File: config.mk
export PLATFORM = sky130hd
export DESIGN_NAME = time_capture_writer
export DESIGN_NICKNAME = d
export VERILOG_FILES = /design/src/rtl/time_capture_writer.sv
export SDC_FILE = /design/constraint.sdc
export NUM_CORES = 1
export LEC_CHECK = 0
export ABC_AREA = 1
export CORE_MARGIN = 2
export CORE_UTILIZATION = 40
export CTS_CLUSTER_DIAMETER = 150
export DETAILED_ROUTE_END_ITERATION = 8
export PLACE_DENSITY = 0.59
export SYNTH_ARGS = -nofsm -noshare
export SYNTH_HDL_FRONTEND = slang
export SYNTH_SLANG_ARGS = --single-unit
File: constraint.sdc
create_clock -name ck100MHz -period 1.59 [get_ports ck100MHz]
set_input_delay 0.2385 -clock ck100MHz [delete_from_list [all_inputs] [get_ports ck100MHz]]
set_output_delay 0.2385 -clock ck100MHz [all_outputs]
set_load 0.01 [all_outputs]
File: src/rtl/time_capture_writer.sv
// rtl/time_capture_writer.sv - triggered capture of decimated, scaled audio into the time-domain display RAM
// Arms after a holdoff, waits for a rising zero crossing (or a timeout) and writes one frame to RAM port A.
module time_capture_writer #(
  parameter int NUM_SAMPLES = 640,
  parameter int DECIM       = 4,
  parameter int SHIFT       = 8,
  parameter int CLAMP       = 120,
  parameter int HYST        = 8,
  parameter int TIMEOUT     = 4096,
  parameter int HOLDOFF     = 1000000
) (
  input  logic        ck100MHz,
  input  logic        reset,
  input  logic        sample_valid,
  input  logic [15:0] sample,
  input  logic        freeze,
  output logic        enaTime,
  output logic        weaTime,
  output logic [9:0]  addraTime,
  output logic [7:0]  dinaTime,
  output logic        busy,
  output logic        frame_done,
  output logic        auto_trig
);

  localparam logic [1:0] stHoldoff  = 2'd0;
  localparam logic [1:0] stWaitLow  = 2'd1;
  localparam logic [1:0] stWaitRise = 2'd2;
  localparam logic [1:0] stCapture  = 2'd3;

  localparam logic [8:0]         DECIM_LAST = 9'(DECIM - 1);
  localparam logic [15:0]        TCNT_LAST  = 16'(TIMEOUT - 1);
  localparam logic [19:0]        HCNT_LAST  = 20'(HOLDOFF - 1);
  localparam logic [9:0]         ADDR_LAST  = 10'(NUM_SAMPLES - 1);
  localparam logic signed [15:0] CLAMP_HI   = 16'(CLAMP);
  localparam logic signed [15:0] CLAMP_LO   = 16'(-CLAMP);
  localparam logic signed [7:0]  ARM_LEVEL  = 8'(-HYST);

  logic [1:0]         state;
  logic [8:0]         decimCnt;
  logic [15:0]        tcnt;
  logic [19:0]        hcnt;
  logic [9:0]         addr;
  logic               lastPending;
  logic               tick;
  logic signed [15:0] shifted;
  logic signed [7:0]  scaled;

  assign tick = sample_valid && (decimCnt == 9'd0);
  assign busy = (state != stHoldoff);

  always_comb begin
    shifted = $signed(sample) >>> SHIFT;
    scaled  = shifted[7:0];
    if (shifted > CLAMP_HI)
      scaled = CLAMP_HI[7:0];
    else if (shifted < CLAMP_LO)
      scaled = CLAMP_LO[7:0];
  end

  always_ff @(posedge ck100MHz) begin
    if (reset) begin
      state       <= stHoldoff;
      decimCnt    <= 9'd0;
      tcnt        <= 16'd0;
      hcnt        <= 20'd0;
      addr        <= 10'd0;
      lastPending <= 1'b0;
      enaTime     <= 1'b0;
      weaTime     <= 1'b0;
      addraTime   <= 10'd0;
      dinaTime    <= 8'd0;
      frame_done  <= 1'b0;
      auto_trig   <= 1'b0;
    end else begin
      enaTime     <= 1'b0;
      weaTime     <= 1'b0;
      frame_done  <= lastPending;
      lastPending <= 1'b0;

      // Free-running decimator keeps its phase even while idle
      if (sample_valid)
        decimCnt <= (decimCnt == DECIM_LAST) ? 9'd0 : decimCnt + 9'd1;

      case (state)
        stHoldoff: begin
          if (hcnt == HCNT_LAST) begin
            if (!freeze) begin
              state <= stWaitLow;
              tcnt  <= 16'd0;
              hcnt  <= 20'd0;
            end
          end else begin
            hcnt <= hcnt + 20'd1;
          end
        end

        stWaitLow, stWaitRise: begin
          if (tick) begin
            // A real trigger wins over a simultaneous timeout
            if ((state == stWaitRise && !scaled[7]) || (tcnt == TCNT_LAST)) begin
              auto_trig <= !(state == stWaitRise && !scaled[7]);
              enaTime   <= 1'b1;
              weaTime   <= 1'b1;
              addraTime <= 10'd0;
              dinaTime  <= scaled;
              addr      <= 10'd1;
              tcnt      <= 16'd0;
              state     <= stCapture;
            end else begin
              tcnt <= tcnt + 16'd1;
              if (state == stWaitLow && scaled < ARM_LEVEL)
                state <= stWaitRise;
            end
          end
        end

        stCapture: begin
          if (tick) begin
            enaTime   <= 1'b1;
            weaTime   <= 1'b1;
            addraTime <= addr;
            dinaTime  <= scaled;
            if (addr == ADDR_LAST) begin
              addr        <= 10'd0;
              hcnt        <= 20'd0;
              lastPending <= 1'b1;
              state       <= stHoldoff;
            end else begin
              addr <= addr + 10'd1;
            end
          end
        end

        default: state <= stHoldoff;
      endcase
    end
  end

endmodule
==> PnR_summary.wiki, run 1 <==
{| class="wikitable"
! Metric !! Value
|-
| WHS || 290 ps
|-
| Part of the cycle the worst path needs || 1.10
|-
| Total core area || 0.0113 mm^2
|-
| H-tree levels || 3
|-
| CP Max Fanout || 7
|-
| Final-report max-slew violation count || 0
|-
| Post-place setup slack || -639 ps
|-
| CTS Buffer Depth || 2
|-
| Failing checks || negative setup slack
|-
| Site row count || 39
|-
| Net count of the finished layout || 923
|-
| Area occupied by multi-input gates || 0.00330 mm^2
|-
| Vias in the first global route || 5,065
|-
| Category of the critical setup timing path || flop to flop
|-
| Clock insertion delay at the later pin of the skew report || 350 ps
|-
| Clock Skews || 11.3 ps
|-
| Buf/Inv on CP || 2
|-
| Filler cell count in the final layout || 941
|-
| Data arrival time of the critical path || 2030 ps
|-
| Post-synth EDFFs || 0
|-
| Post-synthesis instance area || 0.00462 mm^2
|-
| Vias post-DR || 5,187
|-
| Stage delay of the slowest cell on the critical path || 350 ps
|-
| Kind of end point of the critical path || flop
|-
| Synth top cells by count || sky130_fd_sc_hd__nand2_1, sky130_fd_sc_hd__nor2_1, sky130_fd_sc_hd__dfxtp_1
|-
| Dominant synthesized flop cell || sky130_fd_sc_hd__dfxtp_1
|-
| Flip-flop and latch count after synthesis || 79
|-
| Cell type with the largest total area after synthesis || sky130_fd_sc_hd__dfxtp_1
|-
| Total global-route track usage || 0.230
|-
| Maximum achievable frequency || 0.574 GHz
|-
| Most numerous cell in the Yosys netlist || sky130_fd_sc_hd__nand2_1
|-
| Final min period || 1740 ps
|-
| Die X || 111 um
|-
| Ordered list of cells on the worst path || buf_6, ha_4, nand2_4, nor2_4, nand3_4, nand3_4, nand2_8, buf_6, o21bai_1, nand2_1, nor2_1
|-
| Critical path's slowest cell || sky130_fd_sc_hd__dfxtp_4
|-
| Remaining max-slew budget at the tightest pin || 0.666
|-
| I/O pin count || 43
|-
| Layout overhead on the synthesized area || 60.2%
|-
| Run status || finished with violations
|-
| Die Outline Area || 0.0124 mm^2
|-
| Crit start category || flop
|-
| # hold bufs at CTS || 0
|-
| Detailed placement HPWL || 9200 um
|-
| Footprint of the flip-flops and latches || 0.00160 mm^2
|-
| Initial antenna violation count || 0
|-
| Peak supply drop || 871 uV
|-
| Net count after synthesis || 739
|-
| Portion of the post-synthesis area used by sequential elements || 0.343
|-
| Clock net sink count || 79
|-
| Post-route total power || 9220 uW
|-
| Yosys Warn Count || 0
|-
| Remaining global-route overflow || 0
|-
| Wirelength per Cell || 14.1 um
|-
| Final setup fails || 55
|-
| Buffer cell driving the clock tree root || sky130_fd_sc_hd__clkbuf_16
|-
| Largest net degree at the start of global routing || 51
|-
| Effective utilization at floorplan || 0.408
|-
| Critical path data required time || 1880 ps
|-
| DRC || 0
|-
| # diodes || 0
|-
| Via/cell ratio || 4.99
|-
| Clock-pin slew of the registers on the worst-case setup and hold paths || 60 ps
|-
| Pwr/cell area || 1250 mW/mm^2
|-
| Number of antenna-violating nets in the routed design || 0
|-
| Clock buffer count from CTS || 9
|-
| Violation count after the first detailed-route iteration || 284
|-
| First-pass DRT Iterations || 4
|-
| Worst min-delay path class || input port to flop
|-
| Vert. Die Dim || 111 um
|-
| Hold violation count in the final report || 0
|-
| Static Leakage || 0.00307 uW
|-
| Maximum capacitance violations || 0
|-
| Top cell type's share of synthesized area || 0.343
|-
| RSZ-0062 raised after global routing || yes
|-
| Final RePlAce weighted congestion || 0.915
|-
| Final worst slack || -153 ps
|-
| IO Port Bufs || 34
|-
| Largest delay contributor family on the critical path || simple AND/OR/NAND/NOR gates
|-
| Number of distinct standard cells referenced by the synthesized netlist || 40
|-
| Dominant cells by area after synthesis || sky130_fd_sc_hd__dfxtp_1, sky130_fd_sc_hd__nand2_1, sky130_fd_sc_hd__nor2_1
|-
| Global-route wire length before repair || 23,300 um
|-
| Gate count of the mapped netlist || 709
|-
| Async set or reset register ratio after synthesis || 0
|-
| Worst-margin pin slew || 496 ps
|-
| Clock tree from TritonCTS || done
|-
| Mean instance size in the synthesized netlist || 6.51 um^2
|-
| Layout cells sized above 1 || 0.404
|-
| Total wirelength of the detailed-routed design || 14,700 um
|}
[state kept, by name, summed over array words and instances (netlist names), 2 cells and up]
signal	count
hcnt	20
tcnt	16
addr	10
addraTime	10
decimCnt	9
dinaTime	8
state	2
[placed cells by master, fill, tap and decap left out, types with 12 or more instances in the layout]
master	Yosys	layout
sky130_fd_sc_hd__a21oi_1	44	28
sky130_fd_sc_hd__a21oi_2	0	15
sky130_fd_sc_hd__buf_4	4	120
sky130_fd_sc_hd__buf_6	4	29
sky130_fd_sc_hd__clkdlybuf4s50_1	0	27
sky130_fd_sc_hd__dfxtp_1	79	67
sky130_fd_sc_hd__inv_1	67	56
sky130_fd_sc_hd__inv_2	4	12
sky130_fd_sc_hd__nand2_1	189	149
sky130_fd_sc_hd__nand2_2	8	34
sky130_fd_sc_hd__nand2_4	3	15
sky130_fd_sc_hd__nand3_1	50	39
sky130_fd_sc_hd__nand4_1	13	13
sky130_fd_sc_hd__nor2_1	119	95
sky130_fd_sc_hd__nor2_2	6	19
sky130_fd_sc_hd__nor2_4	2	14
sky130_fd_sc_hd__nor3_1	26	19
sky130_fd_sc_hd__xor2_1	13	13
[path summary, 6_finish.rpt]
kind	startpoint	to	slack, ps	cells after the start
setup / recovery	tcnt[1]	addr[3]	-150	11
hold / removal	sample[11]	dinaTime[3]	290	4
setup reg to reg	tcnt[1]	addr[3]	-150	11
hold reg to reg	lastPending	frame_done	400	2
[metal layers]
metal / up-vias / GRT usage / wire, um
met4: 0 / 0.0831 / 451
li1: 2641 / - / -
met5: - / 0 / 0
met2: 104 / 0.395 / 7250
met3: 33 / 0.0528 / 596
met1: 2409 / 0.282 / 6390
[what timing repair did]
action | 4_1_cts | 5_1_grt
endpoints found under the setup margin | 69 | 69
resized for setup | 103 | 143
cloned | 6 | 1
hold endpoints to repair | 0 | 0
pin swaps | 33 | 56
buffers inserted | 13 | 16
[stage by stage]
step / instances / cell area [um^2] / TNS (ps) / utilization
finish: 1040 / 7400 / -3860 / 0.653
global route: 1040 / 7400 / -9540 / 0.653
CTS: 1025 / 6820 / -1170 / 0.602
detailed placement: 991 / 6030 / -33660 / 0.533
global placement: 991 / 6030 / -28940 / 0.533
floorplan: 709 / 4670 / 0 / -
[logic make-up (layout without fill, tap and decap cells)]
kind of cell               Yosys count  count (layout)  synth area share
buffers and inverters               95             281            0.0892
DFF                                 79              79             0.343
adders and majority gates           10              10            0.0271
and+or+nand+nor                    435             437             0.424
xor gates and xnor gates            17              17            0.0322
AOI/OAI and AO/OA                   73              73            0.0848
[tightest hold or removal path, delay by kind of cell]
family          cells  cell delay, ps
buf+inv             1             110
compound gates      1              60
simple gates        2             200
[layout make-up]
class / count / area share
clock buffer: 12 / 0.0347
clock inverter: 3 / 0.00575
inverter: 73 / 0.0401
multi-input combinational: 537 / 0.446
sequential: 79 / 0.217
tap: 143 / 0.0242
timing repair buffer: 191 / 0.230
timing repair inverter: 2 / 0.00304
[report_power, final]
group	internal, uW	switching, uW
sequential	2190	139
combinational	2220	2540
clock	1290	835
Power figures use the tool's default switching activity.
==> run 2: changes to the inputs <==
- ABC_CLOCK_PERIOD_IN_PS: default -> 1590
==> results of run 2 <==
Same layout as run 1: the final DEF is identical, and so are final timing and power.
==> run 3: changes to the inputs <==
- SKIP_CTS_REPAIR_TIMING: default -> 1
==> run 3 against run 2 <==
  * The run still ends with negative setup slack left
  * Sequential power about the same
  * Maximum frequency shrank 0.37%
  * Die area is the same
  * Critical path depth grew 2
  * Flip-flop and latch count is the same
  * Non-clock buffer count is 9 lower
  * Cell area shrank 3.0%
  * Combinational power shrank 5.3%
  * Wire length down 5.1%
  * Highest routed layer unchanged
==> PnR_summary.wiki, run 3 (synthesis gave the netlist of run 1 again) <==
{| class="wikitable"
! Metric !! Value
|-
| Run status || finished with violations
|-
| Failing checks || negative setup slack
|-
| Final worst slack || -159 ps (-6.45 ps)
|-
| Final min period || 1750 ps (+6.45 ps)
|-
| Launch instance of the worst register-to-register path || tcnt[1]
|-
| Number of antenna-violating nets in the routed design || 0 (unchanged)
|-
| Remaining max-slew budget at the tightest pin || 0.718 (+0.0514)
|-
| Total wirelength of the detailed-routed design || 13,900 um (-5.1%)
|-
| Category of the critical setup timing path || flop to flop
|-
| Vert. Die Dim || 111 um (unchanged)
|-
| Flip-flop count of the largest register after layout || 20 (unchanged)
|-
| Worst min-delay path class || input port to flop
|-
| DRC || 0 (unchanged)
|-
| Die Outline Area || 0.0124 mm^2 (unchanged)
|-
| Total core area || 0.0113 mm^2 (unchanged)
|-
| Layout overhead on the synthesized area || 55.4%
|-
| Clock insertion delay at the later pin of the skew report || 350 ps (about the same)
|-
| Net count of the finished layout || 914 (-0.98%)
|-
| Static Leakage || 0.00304 uW (-1.0%)
|-
| Commonest cells after routing, fill and taps aside || sky130_fd_sc_hd__nand2_1, sky130_fd_sc_hd__buf_4, sky130_fd_sc_hd__nor2_1, sky130_fd_sc_hd__dfxtp_1, sky130_fd_sc_hd__inv_1
|-
| Number of cells in the design after placement || 991 (unchanged)
|-
| Clock net sink count || 79 (unchanged)
|-
| Critical path data required time || 1870 ps (about the same)
|-
| Maximum capacitance violations || 0 (unchanged)
|-
| Clock Skews || 8.03 ps (-3.23 ps)
|-
| Largest net degree at the start of global routing || 51 (unchanged)
|-
| Worst-margin pin slew || 423 ps (-73.0 ps)
|-
| Utilization of the core after routing || 0.634 (-0.0196)
|-
| Clock buffer count from CTS || 9 (unchanged)
|-
| Violation count after the first detailed-route iteration || 286 (+0.70%)
|-
| Site row count || 39 (unchanged)
|-
| Total global-route track usage || 0.207 (-0.0229)
|-
| Leading registers by flop count || hcnt: 20 flops, tcnt: 16 flops
|-
| Die X || 111 um (unchanged)
|-
| Vias post-DR || 5,077 (-2.1%)
|-
| Final setup fails || 45 (-18%)
|-
| Layout cells sized above 1 || 0.357 (-0.0466)
|-
| Remaining global-route overflow || 0 (unchanged)
|-
| Part of the cycle the worst path needs || 1.10 (+0.00406)
|-
| Wirelength per Cell || 13.5 um (-4.3%)
|-
| RSZ-0062 raised after global routing || yes
|-
| Register containing the most flip-flops in the final layout || hcnt
|-
| Initial antenna violation count || 0 (unchanged)
|-
| # diodes || 0 (unchanged)
|-
| Pwr/cell area || 1250 mW/mm^2 (about the same)
|-
| CP Max Fanout || 8 (+1)
|-
| Global-route wire length before repair || 21,100 um (-9.2%)
|-
| Hold violation count in the final report || 0 (unchanged)
|-
| Vias in the first global route || 4,723 (-6.8%)
|-
| Peak supply drop || 731 uV (-16%)
|-
| Data arrival time of the critical path || 2030 ps (about the same)
|-
| Via/cell ratio || 4.92 (-1.3%)
|-
| Startpoint of the most critical setup path || tcnt[1]
|-
| Final-report max-slew violation count || 0 (unchanged)
|-
| Maximum achievable frequency || 0.572 GHz (-0.37%)
|-
| Clock-pin slew of the registers on the worst-case setup and hold paths || 60 ps (about the same)
|-
| Crit start category || flop
|-
| First-pass DRT Iterations || 5 (+1)
|-
| Detailed placement HPWL || 9200 um (unchanged)
|-
| Kind of end point of the critical path || flop
|-
| H-tree levels || 3 (unchanged)
|-
| CTS Buffer Depth || 2 (unchanged)
|-
| Effective utilization at floorplan || 0.408 (unchanged)
|-
| Final RePlAce weighted congestion || 0.915 (unchanged)
|-
| Most frequent standard cell in the layout excluding fill and tap cells || sky130_fd_sc_hd__nand2_1
|-
| Startpoint of the lowest-slack hold path || sample[11]
|-
| IO Port Bufs || 34 (unchanged)
|-
| Buffer cell driving the clock tree root || sky130_fd_sc_hd__clkbuf_16
|-
| I/O pin count || 43 (unchanged)
|-
| Non-filler instance count after layout || 1,031 (-0.87%)
|-
| Clock tree from TritonCTS || done
|}
## run 3: per-stage QoR
step	setup WS (ps)	power, uW	hold WS [ps]	area [um^2]	setup TNS (ps)
floorplan	0.0183	4180	377	4670	0
global placement	-576	5380	396	6030	-28940
detailed placement	-639	5430	399	6030	-33660
CTS	-387	7590	347	6330	-13780
global route	-245	9400	381	7180	-9250
finish	-159	8940	351	7180	-3480
## run 3: critical path, stage by stage (launching register included)
cell	delay, ps
sky130_fd_sc_hd__dfxtp_2	340
sky130_fd_sc_hd__buf_4	110
sky130_fd_sc_hd__ha_4	140
sky130_fd_sc_hd__nand2_4	50
sky130_fd_sc_hd__nor2_4	140
sky130_fd_sc_hd__nand3_4	110
sky130_fd_sc_hd__nand3_4	140
sky130_fd_sc_hd__nand2_8	130
sky130_fd_sc_hd__buf_12	160
sky130_fd_sc_hd__clkinv_8	60
sky130_fd_sc_hd__nand2_1	50
sky130_fd_sc_hd__nand2_1	80
sky130_fd_sc_hd__nand2_1	70
sky130_fd_sc_hd__nor2_1	100
## run 3: cell type report
cell class / instances / area (um^2)
Timing Repair Buffer: 182 / 1620
Clock inverter: 3 / 42.5
Clock buffer: 12 / 256
Fill cell: 984 / 4150
Sequential cell: 79 / 1600
Multi-Input combinational cell: 537 / 3160
Timing Repair inverter: 2 / 27.5
Inverter: 73 / 297
Tap cell: 143 / 179
## run 3: metal layers
metal / vias to the layer above / share of wire / GRT usage
met4: 0 / 0.018 / 0.0601
met2: 105 / 0.50 / 0.355
met1: 2331 / 0.45 / 0.259
met3: 21 / 0.039 / 0.0490
met5: - / 0 / 0
li1: 2620 / - / -
## run 3: path summary, 6_finish.rpt
| check | endpoint | slack (ps) | depth (start not counted) |
|---|---|---|---|
| worst max register to register | addr[2] | -160 | 13 |
| worst max-delay path | addr[2] | -160 | 13 |
| worst min-delay path | dinaTime[3] | 350 | 4 |
| worst min register to register | frame_done | 400 | 2 |
## run 3: power breakdown
part | internal (uW) | switching, uW
Sequential | 2190 | 132
Combinational | 2130 | 2380
Clock | 1290 | 820
==> variant 1 (flow settings as in run 1) <==
Put one more register stage on the output `frame_done`, with the module's reset. The value now appears one clock later. The other outputs are not delayed to match.
--- a/src/rtl/time_capture_writer.sv
+++ b/src/rtl/time_capture_writer.sv
@@ -37,4 +37,6 @@
   localparam logic signed [7:0]  ARM_LEVEL  = 8'(-HYST);
 
+  logic frame_done_s0;
+
   logic [1:0]         state;
   logic [8:0]         decimCnt;
@@ -71,10 +73,10 @@
       addraTime   <= 10'd0;
       dinaTime    <= 8'd0;
-      frame_done  <= 1'b0;
+      frame_done_s0 <= 1'b0;
       auto_trig   <= 1'b0;
     end else begin
       enaTime     <= 1'b0;
       weaTime     <= 1'b0;
-      frame_done  <= lastPending;
+      frame_done_s0 <= lastPending;
       lastPending <= 1'b0;
 
@@ -138,3 +140,11 @@
   end
 
+  always_ff @(posedge ck100MHz) begin
+    if (reset) begin
+      frame_done <= '0;
+    end else begin
+      frame_done <= frame_done_s0;
+    end
+  end
+
 endmodule
Function: no difference found for any inputs over 10 cycles, from zero or initial values and one cycle with reset high; that may be too few to reach the edited logic, so the function may still have changed.
==> variant 1 against run 1 <==
  * Cell area shrank 4.2%
  * Fmax is 5.0% higher
  * Sequential power rose by 4%
  * Synthesized area up 1.4%
  * Sequential cell count increased by 1
  * Critical endpoint is now hcnt[17]
  * Non-clock buffer count decreased by 21
  * Utilization down 3.3 points
  * The flow still finishes with violations (negative setup slack)
  * Worst setup slack improved by 0.083 ns
  * Critical path depth is 1 higher
  * Largest cell class unchanged
  * Sequential share of layout area grew 1.2 points
  * Power fell by 6.0%
  * Routed wire length shrank 7.2%
==> variant 1: results (changes against run 1) <==
| Metric | Value |
|---|---|
| Post-synthesis xor/xnor area fraction | 0.0355 (+0.00329) |
| First-pass GRT wire length | 22.1 mm (-5.0%) |
| Slew HR | 0.738 (+0.0711) |
| Largest net degree at the start of global routing | 30 (-41%) |
| Vias | 5212 (+0.48%) |
| Fillcell total | 1045 (+11%) |
| Crit path DAT | 1.95 ns (-0.08 ns) |
| Number of global-route vias before repair | 4891 (-3.4%) |
| Switching share of total power | 0.374 (-0.00741) |
| Status | complete, but fails checks |
| GRT Total Usage | 0.213 (-0.0165) |
| Worst slack, placed | -0.686 ns (-0.0465 ns) |
| Int Power | 5.43 mW (-4.9%) |
| Layout cell share with drive strength beyond 1 | 0.346 (-0.0572) |
| R2R Path End | hcnt[17] |
| Clock network power | 2.03 mW (-5%) |
| DR pass1 iterations | 6 (+2) |
| # setup viols final | 30 (-45%) |
| Sequential area share after synthesis | 0.342 (-0.000484) |
| Worst Slack Setup Final | -0.0692 ns (+0.0834 ns) |
| HP Class | reg2reg |
| Placed cells | 1005 (+1.4%) |
| 1st-iter DRT viols | 267 (-6.0%) |
| Vias per cell | 5.02 (+0.68%) |
| Area contributors post-synth | dfxtp_1, nand2_1, nor2_1 |
| Total leakage power | 2.85 nW (-7.1%) |
| Compound-gate portion of the synthesized area | 0.0895 (+0.00470) |
| Clk_skew | 0.00825 ns (-0.00300 ns) |
| Worst vdd ir | 912 uV (+4.6%) |
| Syn Nets | 763 (+3.2%) |
| Post-DP HPWL | 9.45 mm (+2.7%) |
| Synth Area per Inst | 6.39 um^2 (-1.9%) |
| Failing checks | negative setup slack |
| Adder-cell area share of the yosys netlist | 0.0267 (-0.000377) |
| Post-DP Area | 6080 um^2 (+0.81%) |
| Sum Neg Setup Slack | -0.922 ns (+2.93 ns) |
| Synth cell count leaders | nand2_1, nor2_1, dfxtp_1, inv_1, nand3_1 |
| Comb power frac | 0.486 (-0.031) |
[variant 1: cell types whose count changed in the layout (fill, tap and decap cells not counted), sizes merged, moves of 2 or more]
cell           delta
nor2             +17
clkdlybuf4s15     +2
nor4              -2
nand3             -6
nor3b             -2
nand2            +10
o21ai            +14
clkinv            +2
a21oi             -5
buf              -24
dlygate4sd2       -2
nor3              -9
o21bai            -2
[variant 1: how the worst min path moves through the flow]
| stage | slack (ns) | depth (start not counted) | to | startpoint |
|---|---|---|---|---|
| floorplan | 0.38 | 2 | decimCnt[0] | sample_valid |
| global placement | 0.40 | 2 | frame_done_s0 | lastPending |
| detailed placement | 0.40 | 2 | frame_done_s0 | lastPending |
| CTS | 0.40 | 2 | frame_done_s0 | lastPending |
| global route | 0.42 | 2 | frame_done_s0 | lastPending |
| finish | 0.40 | 2 | frame_done_s0 | lastPending |
[variant 1: per-layer routing]
metal	GRT usage	vias to the layer above	routed length, um
met2	0.355	116	6560
met3	0.0394	38	533
met4	0.103	0	470
met5	0	-	0
met1	0.266	2408	6070
li1	-	2650	-
[variant 1: final cells by class]
type | count | area (um^2) | area share
Tap cell | 143 | 179 | 0.0252
Inverter | 75 | 305 | 0.0431
Clock inverter | 4 | 28.8 | 0.00406
Clock buffer | 11 | 253 | 0.0357
Sequential cell | 80 | 1620 | 0.229
Multi-Input combinational cell | 555 | 3190 | 0.451
Timing Repair Buffer | 170 | 1500 | 0.212
[variant 1: worst register-to-register path, delay by kind of cell (launching register included)]
family | cells | cell delay [ns]
flip-flops | 1 | 0.37
buffers and inverters | 1 | 0.17
adder cells (fa/ha/maj) | 1 | 0.15
AND/OR/NAND/NOR | 10 | 0.92
[variant 1: timing repair]
action                     CTS  global route
resized for setup           69           127
pin swaps                   22            50
gates cloned                 1             3
setup endpoints to repair   69            71
buffers inserted             7             7
==> variant 2 (config.mk and constraints of run 1) <==
Without the edit above. Set the parameter `NUM_SAMPLES` to 480 (it was 640).
--- a/src/rtl/time_capture_writer.sv
+++ b/src/rtl/time_capture_writer.sv
@@ -2,5 +2,5 @@
 // Arms after a holdoff, waits for a rising zero crossing (or a timeout) and writes one frame to RAM port A.
 module time_capture_writer #(
-  parameter int NUM_SAMPLES = 640,
+  parameter int NUM_SAMPLES = 480,
   parameter int DECIM       = 4,
   parameter int SHIFT       = 8,
Behaviour: no difference found for any inputs over 10 cycles, from zero or initial values and one cycle with reset high; that may be too few to reach the edited logic, so the function may still have changed.
==> variant 2 against run 1 <==
  * The flow still finishes with violations (negative setup slack)
  * Hold slack better by 0.052 ns
  * Critical path type unchanged
  * Synthesized area rose by 3.6%
  * Routed wire length shrank 6.8%
  * Cell area fell by 3.3%
  * Sequential cell count is the same
  * Global-route usage fell by 0.72 points
  * Worst setup slack improved by 0.066 ns
Power is not compared: it rests on default switching activity, and its combinational part moved more than twofold at a synthesized area within 25%.
==> variant 2: results (changes against run 1) <==
| Metric | Value |
|---|---|
| Status | complete, but fails checks |
| Failing checks | negative setup slack |
| Post-DP Area | 6200 um^2 (+2.8%) |
| GPL Wtd Cong | 0.927 (+1.3%) |
| Slew HR | 0.770 (+0.104) |
| GRT Total Usage | 0.222 (-0.00722) |
| Largest net degree at the start of global routing | 55 (+7.8%) |
| Area contributors post-synth | dfxtp_1, nand2_1, nor2_1 |
| Synth cell count leaders | nand2_1, nor2_1, dfxtp_1, inv_1, nand3_1 |
| Layout Cells excl Fill | 1024 (-1.5%) |
| Final net count | 906 (-1.8%) |
| Fillcell total | 1051 (+12%) |
| First-pass GRT wire length | 23.3 mm (+0.27%) |
| CP Max Fanout | 4 (-3) |
| Worst Slack Setup Final | -0.0869 ns (+0.0657 ns) |
| Number of global-route vias before repair | 5005 (-1.2%) |
| # setup viols final | 64 (+16%) |
| Clk_skew | 0.0131 ns (+0.00185 ns) |
| Synth cell types | 42 (+5.0%) |
| 1st-iter DRT viols | 308 (+8.5%) |
| Syn Nets | 750 (+1.5%) |
| Vias per cell | 4.99 (about the same) |
| Routed len/inst | 13.4 um (-5.3%) |
| Post-DP HPWL | 9.67 mm (+5.2%) |
| Synth Area per Inst | 6.64 um^2 (+2.0%) |
## variant 2: changes by cell type after synthesis, moves of 4 or more
cell / delta
o21ai_0: -5
nor2_1: -14
xor2_1: +4
nand3_1: +9
nand2_2: +7
a21oi_2: +21
a21oi_1: -10
nor3_1: -8
nand4_1: +5
## variant 2: final timing paths
check / from / to / slack (ns) / cells after the start
max: decimCnt[0] / state[0] / -0.09 / 11
min: reset / decimCnt[0] / 0.34 / 4
max reg2reg: decimCnt[0] / state[0] / -0.09 / 11
min reg2reg: lastPending / frame_done / 0.42 / 2
## variant 2: worst max-delay path, cell delays in order, from the launching register on
cell     delay (ns)
dfxtp_2        0.32
inv_2          0.07
ha_4           0.14
nand2_4        0.05
nor3_4         0.32
buf_4          0.18
buf_6          0.09
o21ai_4        0.05
nor2_4         0.17
nand3_2        0.08
nand2_1        0.06
nor2_1         0.04
## variant 2: per-layer routing
metal  share of wire  wire, um  GRT usage  vias up
met1            0.46      6350      0.286     2425
li1                -         -          -     2622
met4           0.012       162     0.0634        0
met3           0.027       367     0.0536       13
met2            0.50      6820      0.372       50
met5               0         0          0        -
## variant 2: logic make-up after synthesis
kind of cell | share of synthesized area
xor+xnor | 0.0385
buf+inv | 0.0929
compound gates | 0.102
fa+ha+maj | 0.0262
simple gates | 0.410
flops | 0.331
## variant 2: layout make-up
cell class	instances	area [um^2]	area share
repair buffers	171	1450	0.203
flip-flops and latches	79	1600	0.224
multi-input cells	542	3290	0.460
clock buffers	12	268	0.0374
clock inverters	4	73.8	0.0103
well taps	143	179	0.0250
inverters	73	297	0.0415
## variant 2: timing repair
| item | CTS | global route |
|---|---|---|
| resized for setup | 92 | 65 |
| setup buffers | 6 | 3 |
| setup endpoints to repair | 69 | 71 |
| pin swaps | 23 | 18 |
## variant 2: power by group
part           total, mW  leakage [nW]  switching [mW]  internal, mW
Combinational      0.330          2.06           0.171         0.159
Sequential          2.00         0.641         0.00931          1.99
Clock               2.40         0.164           0.880          1.52
Total               4.72          2.87            1.06          3.66
## variant 2: stage by stage
stage | util | hold slack [ns] | setup WS (ns)
3_3_place_gp | 0.536 | 0.408 | -0.580
5_1_grt | 0.618 | 0.395 | -0.186
4_1_cts | 0.594 | 0.340 | -0.0690
3_5_place_dp | 0.536 | 0.412 | -0.640
2_1_floorplan | - | 0.377 | -0.0256
6_report | 0.618 | 0.342 | -0.0869
